<file path="config.mk">
export PLATFORM = sky130hd
export DESIGN_NAME = seq_detector_param_flat
export DESIGN_NICKNAME = d
export VERILOG_FILES = /design/src/rtl/seq_detector_param_if.sv /design/src/rtl/seq_detector_param.sv /design/src/flat_wrapper.sv
export SDC_FILE = /design/constraint.sdc
export NUM_CORES = 1
export LEC_CHECK = 0
export BUFFER_PORTS_ARGS = -buffer_cell sky130_fd_sc_hd__buf_2
export CAP_MARGIN = 30
export CORE_MARGIN = 2
export CORE_UTILIZATION = 57
export CTS_BUF_LIST = sky130_fd_sc_hd__clkbuf_8
export DETAILED_ROUTE_END_ITERATION = 10
export PLACE_DENSITY = 0.81
export SLEW_MARGIN = 25
export SYNTH_ARGS = -nofsm -noshare
export SYNTH_HDL_FRONTEND = slang
export SYNTH_SLANG_ARGS = --single-unit
</file>
<file path="constraint.sdc">
create_clock -name clk -period 3.22 [get_ports clk]
set_input_delay 0.966 -clock clk [delete_from_list [all_inputs] [get_ports clk]]
set_output_delay 0.966 -clock clk [all_outputs]
set_load 0.01 [all_outputs]
</file>
<file path="src/rtl/seq_detector_param_if.sv">
// -----------------------------------------------------------------------------
// seq_detector_param_if
// Bundles the serial stream, configuration and result signals of the
// parameterised sequence detector.
//
//   stream_in     serial data bit
//   in_valid      stream_in qualifier
//   cfg_load      load cfg_pattern / cfg_len / cfg_overlap
//   cfg_pattern   pattern, right-aligned, bit [len-1] received first
//   cfg_len       pattern length in bits
//   cfg_overlap   1 = overlapping matches, 0 = non-overlapping
//   clr_count     synchronous clear of match_count
//   pattern_found registered one-cycle match pulse
//   match_count   saturating match counter
//
// master: the side that drives the stream and configuration (testbench/host)
// slave : the detector
// -----------------------------------------------------------------------------
interface seq_detector_param_if #(
    parameter int MAX_LEN = 8,
    parameter int CNT_W   = 8,
    parameter int LEN_W   = $clog2(MAX_LEN) + 1
);
    logic                 stream_in;
    logic                 in_valid;
    logic                 cfg_load;
    logic [MAX_LEN-1:0]   cfg_pattern;
    logic [LEN_W-1:0]     cfg_len;
    logic                 cfg_overlap;
    logic                 clr_count;
    logic                 pattern_found;
    logic [CNT_W-1:0]     match_count;

    modport master (
        output stream_in,
        output in_valid,
        output cfg_load,
        output cfg_pattern,
        output cfg_len,
        output cfg_overlap,
        output clr_count,
        input  pattern_found,
        input  match_count
    );

    modport slave (
        input  stream_in,
        input  in_valid,
        input  cfg_load,
        input  cfg_pattern,
        input  cfg_len,
        input  cfg_overlap,
        input  clr_count,
        output pattern_found,
        output match_count
    );
endinterface

</file>
<file path="src/rtl/seq_detector_param.sv">
// -----------------------------------------------------------------------------
// seq_detector_param
// Serial pattern detector with a run-time loadable pattern, length and
// overlap mode. Incoming bits are shifted into a history register (newest
// bit at the LSB); a fill counter tracks how many valid bits the history
// holds so a match is only declared once at least len bits have arrived.
//
// Ports:
//   clk   rising-edge clock
//   rst   synchronous, active-high reset
//   bus   seq_detector_param_if.slave (stream, configuration, results)
// -----------------------------------------------------------------------------
module seq_detector_param #(
    parameter int                 MAX_LEN     = 8,
    parameter int                 CNT_W       = 8,
    parameter int                 LEN_W       = $clog2(MAX_LEN) + 1,
    parameter logic [MAX_LEN-1:0] DEFAULT_PAT = MAX_LEN'(5'b11010),
    parameter int                 DEFAULT_LEN = 5,
    parameter bit                 DEFAULT_OVL = 1'b1
) (
    input  logic                 clk,
    input  logic                 rst,
    seq_detector_param_if.slave  bus
);

    localparam logic [LEN_W-1:0] FILL_MAX = LEN_W'(MAX_LEN);
    localparam logic [LEN_W-1:0] LEN_MIN  = LEN_W'(1);
    localparam logic [CNT_W-1:0] CNT_MAX  = {CNT_W{1'b1}};

    // Stored configuration
    logic [MAX_LEN-1:0] pattern_q, pattern_d;
    logic [LEN_W-1:0]   len_q,     len_d;
    logic               ovl_q,     ovl_d;

    // Datapath state
    logic [MAX_LEN-1:0] history_q, history_d;
    logic [LEN_W-1:0]   fill_q,    fill_d;
    logic               found_q,   found_d;
    logic [CNT_W-1:0]   count_q,   count_d;

    // Intermediate terms
    logic [MAX_LEN-1:0] cmp_mask;
    logic [MAX_LEN-1:0] hist_shift;
    logic [LEN_W-1:0]   fill_inc;
    logic [LEN_W-1:0]   cfg_len_sat;
    logic               sample;
    logic               match;

    // Only the low len bits take part in the comparison; anything stored
    // above the active length is masked off.
    always_comb begin
        cmp_mask = '0;
        for (int i = 0; i < MAX_LEN; i++) begin
            if (i < int'(len_q)) begin
                cmp_mask[i] = 1'b1;
            end
        end
    end

    // Length clamp applied at load time so the compare path never sees a
    // length outside 1..MAX_LEN.
    always_comb begin
        if (bus.cfg_len <= LEN_MIN) begin
            cfg_len_sat = LEN_MIN;
        end else if (bus.cfg_len > FILL_MAX) begin
            cfg_len_sat = FILL_MAX;
        end else begin
            cfg_len_sat = bus.cfg_len;
        end
    end

    always_comb begin
        hist_shift = {history_q[MAX_LEN-2:0], bus.stream_in};
        fill_inc   = (fill_q == FILL_MAX) ? fill_q : fill_q + 1'b1;

        // A configuration load discards the bit presented on the same edge.
        sample = bus.in_valid && !bus.cfg_load;

        // The match looks at the post-shift history and fill, so the pulse
        // for the last pattern bit appears one cycle after its sampling edge.
        match  = sample
              && (fill_inc >= len_q)
              && (((hist_shift ^ pattern_q) & cmp_mask) == '0);
    end

    always_comb begin
        pattern_d = pattern_q;
        len_d     = len_q;
        ovl_d     = ovl_q;
        history_d = history_q;
        fill_d    = fill_q;
        found_d   = 1'b0;
        count_d   = count_q;

        if (bus.cfg_load) begin
            pattern_d = bus.cfg_pattern;
            len_d     = cfg_len_sat;
            ovl_d     = bus.cfg_overlap;
            history_d = '0;
            fill_d    = '0;
        end else if (sample) begin
            history_d = hist_shift;
            // Non-overlap mode restarts the fill so the next match needs a
            // full fresh pattern; the history contents are then irrelevant.
            fill_d    = (match && !ovl_q) ? '0 : fill_inc;
            found_d   = match;
        end

        // Clear beats a simultaneous increment; the counter never wraps.
        if (bus.clr_count) begin
            count_d = '0;
        end else if (match && (count_q != CNT_MAX)) begin
            count_d = count_q + 1'b1;
        end
    end

    always_ff @(posedge clk) begin
        if (rst) begin
            pattern_q <= DEFAULT_PAT;
            len_q     <= LEN_W'(DEFAULT_LEN);
            ovl_q     <= DEFAULT_OVL;
            history_q <= '0;
            fill_q    <= '0;
            found_q   <= 1'b0;
            count_q   <= '0;
        end else begin
            pattern_q <= pattern_d;
            len_q     <= len_d;
            ovl_q     <= ovl_d;
            history_q <= history_d;
            fill_q    <= fill_d;
            found_q   <= found_d;
            count_q   <= count_d;
        end
    end

    assign bus.pattern_found = found_q;
    assign bus.match_count   = count_q;

endmodule

</file>
<file path="src/flat_wrapper.sv">
// flat-port wrapper written by rule: the top's interface ports become plain ports
module seq_detector_param_flat 
#(
    parameter int                 MAX_LEN     = 8,
    parameter int                 CNT_W       = 8,
    parameter int                 LEN_W       = $clog2(MAX_LEN) + 1,
    parameter logic [MAX_LEN-1:0] DEFAULT_PAT = MAX_LEN'(5'b11010),
    parameter int                 DEFAULT_LEN = 5,
    parameter bit                 DEFAULT_OVL = 1'b1
)
  (clk, rst, bus_stream_in, bus_in_valid, bus_cfg_load, bus_cfg_pattern, bus_cfg_len, bus_cfg_overlap, bus_clr_count, bus_pattern_found, bus_match_count);
  seq_detector_param_if #(.MAX_LEN(MAX_LEN), .CNT_W(CNT_W), .LEN_W(LEN_W)) bus_i ();
  input  logic clk;
  input  logic rst;
  input wire logic [$bits(bus_i.stream_in)-1:0] bus_stream_in;
  input wire logic [$bits(bus_i.in_valid)-1:0] bus_in_valid;
  input wire logic [$bits(bus_i.cfg_load)-1:0] bus_cfg_load;
  input wire logic [$bits(bus_i.cfg_pattern)-1:0] bus_cfg_pattern;
  input wire logic [$bits(bus_i.cfg_len)-1:0] bus_cfg_len;
  input wire logic [$bits(bus_i.cfg_overlap)-1:0] bus_cfg_overlap;
  input wire logic [$bits(bus_i.clr_count)-1:0] bus_clr_count;
  output wire logic [$bits(bus_i.pattern_found)-1:0] bus_pattern_found;
  output wire logic [$bits(bus_i.match_count)-1:0] bus_match_count;
  assign bus_i.stream_in = bus_stream_in;
  assign bus_i.in_valid = bus_in_valid;
  assign bus_i.cfg_load = bus_cfg_load;
  assign bus_i.cfg_pattern = bus_cfg_pattern;
  assign bus_i.cfg_len = bus_cfg_len;
  assign bus_i.cfg_overlap = bus_cfg_overlap;
  assign bus_i.clr_count = bus_clr_count;
  assign bus_pattern_found = bus_i.pattern_found;
  assign bus_match_count = bus_i.match_count;
  seq_detector_param #(.MAX_LEN(MAX_LEN), .CNT_W(CNT_W), .LEN_W(LEN_W), .DEFAULT_PAT(DEFAULT_PAT), .DEFAULT_LEN(DEFAULT_LEN), .DEFAULT_OVL(DEFAULT_OVL)) u_core (.clk(clk), .rst(rst), .bus(bus_i));
endmodule
</file>
# Word level (Yosys, flattened, before mapping)
# Index checks and enable logic that the tools add are counted.
# word_totals
register_bits	33
inputBits	19
out_inout_bits	9
# op_classes
n_eq_ne	2
n_lt_le_gt_ge	11
muxes	12
n_reduce_logical	11
n_addsub	2
bitwise_logic	3
# ops
operator	n
$lt 3x4->1 const A	4
$mux 4	4
$add 8x1->8 const B	1
$and 8x8->8	1
$logic_not 8->1	1
$lt 1x4->1 const A	2
$lt 2x4->1 const A	2
$mux 1	8
$ne 8x8->1 const B	1
$xor 8x8->8	1
$logic_and 1x1->1	5
$add 4x1->4 const B	1
$eq 4x4->1 const B	1
$ge 4x4->1	1
$gt 4x4->1 const B	1
$le 4x1->1 const B	1
$reduce_or 2->1	2
$reduce_or 3->1	1
$logic_not 1->1	2
$not 1->1	1

# Longest topological paths before layout
# Gate-level depths: netlist of run 1.
# depth
ltp_word	7
ltp_mapped	12
ltp_nobuf	12

# Least setup slack after synthesis of run 1
# No wires, ideal clock.
# synth_path
path_type	in2reg
startpoint	input port bus_cfg_load
endpoint	register u_core.count_q[5] (netlist: u_core.bus.match_count[5])
path_buffers	1
setup_slack_ns	0.656
stages	7
t_arrival_ns	2.494
cell_sequence	clkbuf_1 -> inv_1 -> o211ai_1 -> nor4_4 -> nand3_4 -> or4_1 -> a21oi_1
# synth_via
elab_chain_cells	5
# synth_lines
element	line	source
from (decl)	flat_wrapper.sv:17	input wire logic [$bits(bus_i.cfg_load)-1:0] bus_cfg_load;
$logic_not 1->1	seq_detector_param.sv:77	sample = bus.in_valid && !bus.cfg_load;
$logic_and 1x1->1	seq_detector_param.sv:77	
$logic_and 1x1->1	seq_detector_param.sv:82	&& (fill_inc >= len_q)
$logic_and 1x1->1	seq_detector_param.sv:83	&& (((hist_shift ^ pattern_q) & cmp_mask) == '0);
$logic_and 1x1->1	seq_detector_param.sv:112	end else if (match && (count_q != CNT_MAX)) begin
to (signal assigned)	seq_detector_param.sv:133	count_q <= count_d;
to (decl)	seq_detector_param.sv:39	logic [CNT_W-1:0] count_q, count_d;
# Every way passes these cells.
# A chain may end at the register's enable or synchronous reset.

# Final worst setup path of run 1
# layout_path
startpoint	register u_core.fill_q[0]
endpoint	register u_core.count_q[5] (netlist: u_core.bus.match_count[5])
# layout_via
elab_chain_cells	6
word_cells_on_any_way	7
cone_classes	1 x add/sub; 1 x order compare; 1 x eq/ne; 1 x mux; 3 x reduce/logical
# layout_lines
element	line	source
from (decl)	seq_detector_param.sv:37	logic [LEN_W-1:0] fill_q, fill_d;
from (signal assigned)	seq_detector_param.sv:131	fill_q <= fill_d;
$add 4x1->4 / $eq 4x4->1 (equally long branches)	seq_detector_param.sv:74	fill_inc = (fill_q == FILL_MAX) ? fill_q : fill_q + 1'b1;
$mux 4 (*)	seq_detector_param.sv:74	
$ge 4x4->1 (*)	seq_detector_param.sv:82	
$logic_and 1x1->1 (*)	seq_detector_param.sv:82	
$logic_and 1x1->1 (*)	seq_detector_param.sv:83	
$logic_and 1x1->1 (*)	seq_detector_param.sv:112	
# Mark *: on every way between the ends. The rest lies on a longest branch, timed or not.

==> metrics, run 1 <==
endpoints failing hold 0; Synth Instances 183; Seq/Total Area, Yosys about two fifths; Total GRT Usage between 20% and 30%; Synth async-reset ratio 0%; slew margin rel. 71.0%; Main synth FF type dfxtp_1; Num CTS Buffers 5; post-synthesis average cell area 8.96 um^2; maximum clock path buffer count 2; Final Skew 1.66 ps; ant diodes 0; worst r2r src u_core.fill_q[0]$_SDFFE_PP0P_; Net count, final 235; max frequency 372 MHz; Reg2Reg Capture Point u_core.bus.match_count[5]$_SDFFE_PP0P_; Min Hold Slack 472 ps; CP endpoint kind register; drt total wl about 3400 um; clock sinks 33; IO buf count 27; status finished, final reports clean; worst-margin pin slew 424 ps; CP arrival 2910 ps; fillers 230; Post-CTS Setup Bufs 0; worst vdd ir 0.347 mV; row count 19; Final min period 2690 ps; post-synthesis register bit count 33; Synth cell types 37; highest net fanout along the worst path 10; Final Slew Violations 0; final worst setup slack around 530 ps; HP Start u_core.bus.match_count[6]$_SDFFE_PP0P_; Power, Total 805 uW; via count 1404; Reg2Reg Depth 12; Congestion Overflow GR 0; placed instance count 233; Final ANT Viol Nets 0; commonest cells in the netlist dfxtp_1 (33), nor2_1 (25), mux2i_1 (16); sequence of cells on the critical path inv_1 > ha_1 > nand2_1 > nand2_1 > mux2i_1 > ha_1 > o21a_1 > o22ai_1 > nor4_4 > nand3_4 > or4_1 > a21oi_1; DR vias/cell 5.83; io pins 28; Yosys warnings 0; CTS Hold Bufs 0; insertion delay to the later sink of the worst-skew pair 290 ps; final cell count without fillers 241; final setup fails 0; Clock transition at path regs 60 ps; reg-to-reg setup timing slack 530 ps; Die X 57.6 um; CP Buf/Inv Count 1; GP Congestion 0.858; synthesized area 1640 um^2; DP HPWL 2510 um; unrepaired setup endpoints after global routing false; post_cts resized 0; worst hold path type register to register; H-tree depth 2; Pwr Density between 400 and 500 nW/um^2; first drt pass iteration count 4; hold path endpoint u_core.bus.match_count[6]$_SDFFE_PP0P_; Die ar. 3320 um^2; CP required between 3000 and 4000 ps; post-route setup TNS 0 ps; 1st-iter DRT viols between 70 and 80; Crit Path Class register to register; synth top area cells dfxtp_1 (40%), mux2i_1 (9.8%), nor2_1 (5.7%); clk root buf clkbuf_8; Initial Util 60.0%; Slowest-stage cell, CP or4_1; Die Y-Extent 57.6 um; Post-synth EDFFs 0; Synth area leader dfxtp_1; Leak 0.000776 uW; max_cap viols 0; post-synth top area share 40.3%; Core Area 2730 um^2; initial antenna violation count 0; routed length per instance 14.2 um; DRC viols 0; pre-CTS setup slack 466 ps; first-pass GRT wire length 5890 um; Tcrit/Tclk final 83.5%; vias in the first global route 1273; Synthesized Nets 209; CTS tree done; delay-heaviest family, CP simple AND/OR/NAND/NOR gates; most common cell in the synthesized netlist dfxtp_1; pin count of the biggest net entering global routing 20; Worst Hold Path Cells 2; layout cells sized above 1 18.1%; CP Launch Type register; Layout area overhead 13.7%; Worst path max stage delay about 520 ps
kinds of logic after synthesis:
logic type | synth area share [%]
buf+inv | 4.58
compound gates | 12.7
flops | 40.3
mux | 9.77
simple gates | 20.8
fa+ha+maj | 5.34
xor+xnor | 6.41
metrics by stage:
stage          util, %  cell area (um^2)
6_report          68.1              1860
2_1_floorplan        -              1640
5_1_grt           68.1              1860
4_1_cts           68.1              1860
3_5_place_dp      65.2              1780
3_3_place_gp      65.2              1780
placed cells by master (no fill, tap or decap), types with 5 or more instances in the layout:
| cell type | count |
|---|---|
| inv_1 | 11 |
| buf_2 | 27 |
| clkbuf_8 | 5 |
| nor2_1 | 25 |
| ha_1 | 7 |
| a21oi_1 | 7 |
| nand2_1 | 10 |
| dfxtp_1 | 33 |
| mux2i_1 | 16 |
| xnor2_1 | 10 |
| nand3_1 | 7 |
report_power, final:
group	leakage, uW	internal (uW)	switching (uW)
combinational	0.000455	40.6	43.1
sequential	0.000269	420	13.0
clock	0.0000519	144	145
total	0.000776	605	201
final cells by class:
| class | count | area, um^2 | share of cell area [%] |
|---|---|---|---|
| multi-input combinational | 132 | 903 | 48.5 |
| sequential | 33 | 661 | 35.5 |
| timing repair buffer | 29 | 150 | 8.06 |
| clock buffer | 5 | 68.8 | 3.69 |
| tap | 31 | 38.8 | 2.08 |
| inverter | 8 | 30.0 | 1.61 |
| clock inverter | 3 | 11.3 | 0.604 |
metal layers:
metal / vias to the layer above / GRT usage [%] / share of wire (%) / wire, um
met3: 10 / 7.37 / 6.1 / 211
met4: 0 / 12.0 / 2.2 / 77
li1: 692 / - / - / -
met2: 40 / 34.9 / 48 / 1630
met1: 662 / 31.8 / 44 / 1510
met5: - / 0 / 0 / 0
worst max path at each step:
stage / start / end / slack (ps) / cells after the start
floorplan: bus_cfg_load / u_core.bus.match_count[5]$_SDFFE_PP0P_ / 660 / 7
global placement: bus_cfg_load / u_core.bus.match_count[5]$_SDFFE_PP0P_ / 520 / 7
detailed placement: bus_cfg_load / u_core.bus.match_count[5]$_SDFFE_PP0P_ / 470 / 7
CTS: u_core.fill_q[0]$_SDFFE_PP0P_ / u_core.bus.match_count[5]$_SDFFE_PP0P_ / 520 / 13
global route: u_core.fill_q[0]$_SDFFE_PP0P_ / u_core.fill_q[0]$_SDFFE_PP0P_ / 290 / 13
finish: u_core.fill_q[0]$_SDFFE_PP0P_ / u_core.bus.match_count[5]$_SDFFE_PP0P_ / 530 / 12
tightest hold or removal path, cell delays in order (launching register included):
cell	delay, ps
dfxtp_1	320
nand2_1	60
mux2i_1	50
sequential cells by signal, summed over array words and instances (netlist names):
signal and cells:
u_core.bus.match_count 8, u_core.len_q 4, u_core.history_q 7, u_core.pattern_q 8, u_core.ovl_q 1, u_core.bus.pattern_found 1
u_core.fill_q 4
Note: power is estimated with default switching activity, not from simulation.
==> run 2, diff against run 1 <==
clock period = 2.7 ns   (was 3.22 ns; I/O delays follow)
==> run 2 against run 1 <==
Sequential power is 19% higher. First-iteration DRC count is 9.7% lower. Sequential cell count unchanged. Combinational power rose by 33%. Total power rose by 24%. Via count increased by 5.6%. Sequential share of layout area shrank 2.0 points. Hold slack better by 40 ps. Non-clock buffer count is 7 higher. Largest cell class unchanged. Clock power up 29%. Highest routed layer unchanged. Clock skew rose by 5.6 ps. Critical path depth stayed put.
==> metrics, run 2 (synthesis results as in run 1) <==
Num CTS Buffers 5 (unchanged); insertion delay to the later sink of the worst-skew pair 290 ps (about the same); sw frac 24.5% (-0.42 points); H-tree depth 2 (unchanged); Die ar. 3320 um^2 (unchanged); worst-margin pin slew 552 ps (+128 ps); slew margin rel. 63.2% (-7.8 points); DRC viols 0 (unchanged); Final Util 72.5% (+4.4 points); CTS tree done; status finished, final reports clean; 1st-iter DRT viols 65 (-9.7%); Final min period 2650 ps (-32.9 ps); Initial Util 60.0% (unchanged); DR vias/cell 5.98 (+2.6%); fillers 206 (-10%); Die X 57.6 um (unchanged); worst vdd ir 0.491 mV (+42%); Layout area overhead 21.0%; worst r2r src u_core.fill_q[1]$_SDFFE_PP0P_; final setup fails 0 (unchanged); row count 19 (unchanged); Final Cell Area 1980 um^2 (+6.4%); ant diodes 0 (unchanged); DP HPWL 2590 um (+3.4%); max_cap viols 0 (unchanged); Worst path max stage delay 550 ps (+30 ps); unrepaired setup endpoints after global routing true; met1 Use GR 29.1% (-2.8 points); clk root buf clkbuf_8; M2 GR Usage 40.1% (+5.2 points); highest net fanout along the worst path 5 (-5); worst setup path start u_core.fill_q[1]$_SDFFE_PP0P_; Top Usage Layer GRT met2; Power, Total 998 uW (+24%); Comb pwr share 11.1% (+0.7 points); io pins 28 (unchanged); Core Area 2730 um^2 (unchanged); most used cell, CP nand2_2; routed length per instance 15.0 um (+5.6%); layout cells sized above 1 27.2% (+9.1 points); Congestion Overflow GR 0 (unchanged); met3 Usage GRT 8.26% (+0.89 points); Final Slew Violations 0 (unchanged); via count 1482 (+5.6%); Pwr Density 503 nW/um^2 (+16%); worst hold path type register to register; maximum clock path buffer count 2 (unchanged); CP Launch Type register; clock sinks 33 (unchanged); vias in the first global route 1486 (+17%); Final Skew 7.23 ps (+5.57 ps); clock share of power 37.1% (+1.3 points); Die Y-Extent 57.6 um (unchanged); max frequency 377 MHz (+1.2%); leading cell type in the layout, fill and taps excluded dfxtp_1; CP endpoint kind register; Min Hold Slack 512 ps (+39.7 ps); GP Congestion 0.876 (+2.2%); first drt pass iteration count 4 (unchanged); post-route setup TNS 0 ps (unchanged); Slowest-stage cell, CP or4_1; Final ANT Viol Nets 0 (unchanged); Crit Path Class register to register; cell internal pwr 754 uW (+25%); Total GRT Usage 24.7% (+0.88 points); Net count, final 243 (+3.4%); part of the power in registers 51.8% (-2.0 points); NetSw 245 uW (+22%); drt total wl 3730 um (+8.7%); IO buf count 27 (unchanged); first-pass GRT wire length 6300 um (+6.9%); initial antenna violation count 0 (unchanged); endpoints failing hold 0 (unchanged); CP arrival 2880 ps (-30 ps); CP required 2920 ps (-520 ps); Clock transition at path regs 70 ps (about the same); pin count of the biggest net entering global routing 19 (-5.0%); Leak 0.000803 uW (+3.4%); DP Area 1780 um^2 (unchanged); HP Start u_core.bus.match_count[5]$_SDFFE_PP0P_; commonest cells after routing, fill and taps aside dfxtp_1 (31), buf_2 (27), nor2_1 (25); sequence of cells on the critical path inv_2 > ha_4 > nand2_2 > nand2_2 > mux2i_2 > ha_2 > o21a_1 > o22ai_2 > nor4_4 > nand3_4 > or4_1 > a21oi_1; Tcrit/Tclk final 98.3% (+15 points)
==> run 2: power groups by stage <==
stage,Sequential [uW],Clock (uW),Combinational [uW]
after CTS,516,370,103
after global routing,519,390,123
final,517,371,111
after global placement,526,0,93.8
after detailed placement,527,0,99.3
after floorplan,520,0,75.5
==> run 2: through the flow <==
| stage | std cells | setup slack, ps |
|---|---|---|
| finish | 248 | 45.3 |
| global route | 248 | -20.2 |
| CTS | 241 | 33.0 |
| detailed placement | 233 | -59.7 |
| global placement | 233 | 115 |
| floorplan | 183 | 211 |
==> run 2: final timing paths <==
check / cells past startpoint / to / slack, ps
hold / removal: 2 / u_core.bus.match_count[5]$_SDFFE_PP0P_ / 510
setup reg to reg: 12 / u_core.bus.match_count[5]$_SDFFE_PP0P_ / 50
setup / recovery: 12 / u_core.bus.match_count[5]$_SDFFE_PP0P_ / 50
hold reg to reg: 2 / u_core.bus.match_count[5]$_SDFFE_PP0P_ / 510
==> run 2: critical path: cells and delay by family (launching register included) <==
| family | cells | cell delay (ps) |
|---|---|---|
| multiplexers | 1 | 200 |
| flip-flops | 1 | 360 |
| AO/OA/AOI/OAI | 3 | 380 |
| AND/OR/NAND/NOR | 5 | 1210 |
| adder cells (fa/ha/maj) | 2 | 380 |
| buffers and inverters | 1 | 60 |
==> run 2: routing by layer <==
| layer | vias to the layer above | routed length (um) |
|---|---|---|
| met5 | - | 0 |
| met3 | 12 | 231 |
| met1 | 702 | 1600 |
| met4 | 0 | 77 |
| met2 | 54 | 1820 |
| li1 | 714 | - |
==> run 2: final cells by class <==
type | count | area (um^2) | share of cell area [%]
clock buffer | 6 | 82.6 | 4.16
clock inverter | 1 | 3.75 | 0.189
inverter | 8 | 30.0 | 1.51
multi-input combinational | 133 | 962 | 48.5
sequential | 33 | 663 | 33.4
tap | 31 | 38.8 | 1.96
timing repair buffer | 36 | 203 | 10.2
==> run 2: repair_timing <==
item	4_1_cts	5_1_grt
resized for setup	3	12
endpoints found under the hold margin	0	0
pin swaps	2	8
setup buffers	0	7
gates cloned	1	0
hold buffers	0	0
endpoints found under the setup margin	6	5
==> run 3, diff against run 2 <==
SETUP_SLACK_MARGIN = 0.1   (was default)
==> run 3 against run 2 <==
Die area is the same. Hold slack worse by 4.5 ps. Routed wire length grew 4.4%. Register-to-register slack improved by 50 ps. Largest cell class unchanged. Maximum frequency increased by 1.9%. First-iteration DRC count up 34%. Critical path type unchanged. Final cell count grew 1.2%. Sequential power is essentially flat. Sequential cell count is the same. Critical endpoint unchanged.
==> metrics, run 3 (synthesis results as in run 1) <==
Final Slew Violations 0 (unchanged); 1st-iter DRT viols 87 (+34%); Worst path max stage delay 520 ps (-30 ps); Total GRT Usage 25.2% (+0.52 points); worst-margin pin slew 416 ps (-136 ps); Core Area 2730 um^2 (unchanged); Slowest-stage cell, CP or4_1; pin count of the biggest net entering global routing 19 (unchanged); met3 Usage GRT 7.81% (-0.45 points); CTS Hold Bufs 0 (unchanged); row count 19 (unchanged); CTS tree done; IO buf count 27 (unchanged); Top Usage Layer GRT met2; DP HPWL 2590 um (unchanged); max_cap viols 0 (unchanged); clk root buf clkbuf_8; final setup fails 0 (unchanged); Final min period 2600 ps (-49.8 ps); DR vias/cell 5.88 (-1.6%); Num CTS Buffers 5 (unchanged); Min Hold Slack 507 ps (-4.53 ps); routed length per instance 15.5 um (+3.1%); first drt pass iteration count 4 (unchanged); CP required 2920 ps (about the same); ant diodes 0 (unchanged); vias in the first global route 1503 (+1.1%); delay-heaviest family, CP simple AND/OR/NAND/NOR gates; CP Launch Type register; worst vdd ir 0.495 mV (+0.82%); CP arrival 2830 ps (-50 ps); Final ANT Viol Nets 0 (unchanged); placed instance count 233 (unchanged); Clock transition at path regs 60 ps (about the same); Net count, final 246 (+1.2%); endpoints failing hold 0 (unchanged); slew margin rel. 72.3% (+9.1 points); via count 1476 (-0.40%); Layout area overhead 26.4%; insertion delay to the later sink of the worst-skew pair 290 ps (about the same); CP endpoint kind register; layout cells sized above 1 31.8% (+4.6 points); commonest cells after routing, fill and taps aside dfxtp_1 (31), buf_2 (27), nor2_1 (23); GP Congestion 0.876 (unchanged); status finished, final reports clean; highest net fanout along the worst path 5 (unchanged); Congestion Overflow GR 0 (unchanged); CP Buf/Inv Count 1 (unchanged); Pwr Density 484 nW/um^2 (-3.8%); DRC viols 0 (unchanged); Final Util 75.8% (+3.2 points); drt total wl 3890 um (+4.4%); H-tree depth 2 (unchanged); initial antenna violation count 0 (unchanged); leading cell type in the layout, fill and taps excluded dfxtp_1; Power, Total 1000 uW (+0.52%); Tcrit/Tclk final 96.5% (-1.8 points); io pins 28 (unchanged); unrepaired setup endpoints after global routing true; worst hold path type register to register; Leak 0.000841 uW (+4.8%); Initial Util 60.0% (unchanged); maximum clock path buffer count 2 (unchanged); sequence of cells on the critical path inv_2 > ha_4 > nand2_4 > nand2_2 > mux2i_2 > ha_2 > o21a_1 > o22ai_2 > nor4_4 > nand3_4 > or4_1 > a21oi_1; Die X 57.6 um (unchanged); post-route setup TNS 0 ps (unchanged); Final Skew 5.75 ps (-1.48 ps); clock sinks 33 (unchanged); final cell count without fillers 251 (+1.2%); max frequency 384 MHz (+1.9%); first-pass GRT wire length 6420 um (+2.0%); met1 Use GR 29.6% (+0.57 points); Crit Path Class register to register; M2 GR Usage 41.9% (+1.8 points); Die Y-Extent 57.6 um (unchanged); Die ar. 3320 um^2 (unchanged)
[run 3: what timing repair did]
action	in CTS	in global routing
resized for setup	7	19
cloned	0	0
buffers inserted	5	6
pin swaps	4	11
setup endpoints to repair	12	10
[run 3: area by class of cell]
| cell class | count | area (um^2) |
|---|---|---|
| Clock buffer | 6 | 82.6 |
| Clock inverter | 1 | 3.75 |
| Fill cell | 180 | 662 |
| Inverter | 8 | 30.0 |
| Multi-Input combinational cell | 132 | 1000 |
| Sequential cell | 33 | 663 |
| Tap cell | 31 | 38.8 |
| Timing Repair Buffer | 40 | 249 |
[run 3: layer usage]
layer,share of wire (%),vias to the layer above
li1,-,713
met1,41,692
met2,50,63
met3,7.6,8
met4,1.4,0
met5,0,-
[run 3: power by group]
part | switching, uW | internal [uW] | leakage [uW] | total [uW]
registers | 16.6 | 501 | 0.000270 | 518
logic | 58.8 | 57.7 | 0.000522 | 116
clock network | 171 | 198 | 0.0000485 | 369
total | 246 | 757 | 0.000841 | 1000
[run 3: final timing paths]
check	startpoint	slack [ps]	depth (start not counted)	to
setup / recovery	u_core.fill_q[1]$_SDFFE_PP0P_	100	12	u_core.bus.match_count[5]$_SDFFE_PP0P_
hold / removal	u_core.bus.match_count[5]$_SDFFE_PP0P_	510	2	u_core.bus.match_count[5]$_SDFFE_PP0P_
setup reg to reg	u_core.fill_q[1]$_SDFFE_PP0P_	100	12	u_core.bus.match_count[5]$_SDFFE_PP0P_
hold reg to reg	u_core.bus.match_count[5]$_SDFFE_PP0P_	510	2	u_core.bus.match_count[5]$_SDFFE_PP0P_
[run 3: through the flow]
step                      instance area [um^2]  worst slack, ps
after global routing                      2070            -3.76
after detailed placement                  1780            -59.7
final                                     2070             95.1
after CTS                                 1940              122
after floorplan                           1640              211
after global placement                    1780              115
[run 3: worst min-delay path, cell delays in order (launching register included)]
cell and delay, ps:
dfxtp_1 330, o31ai_1 70, a21oi_1 60
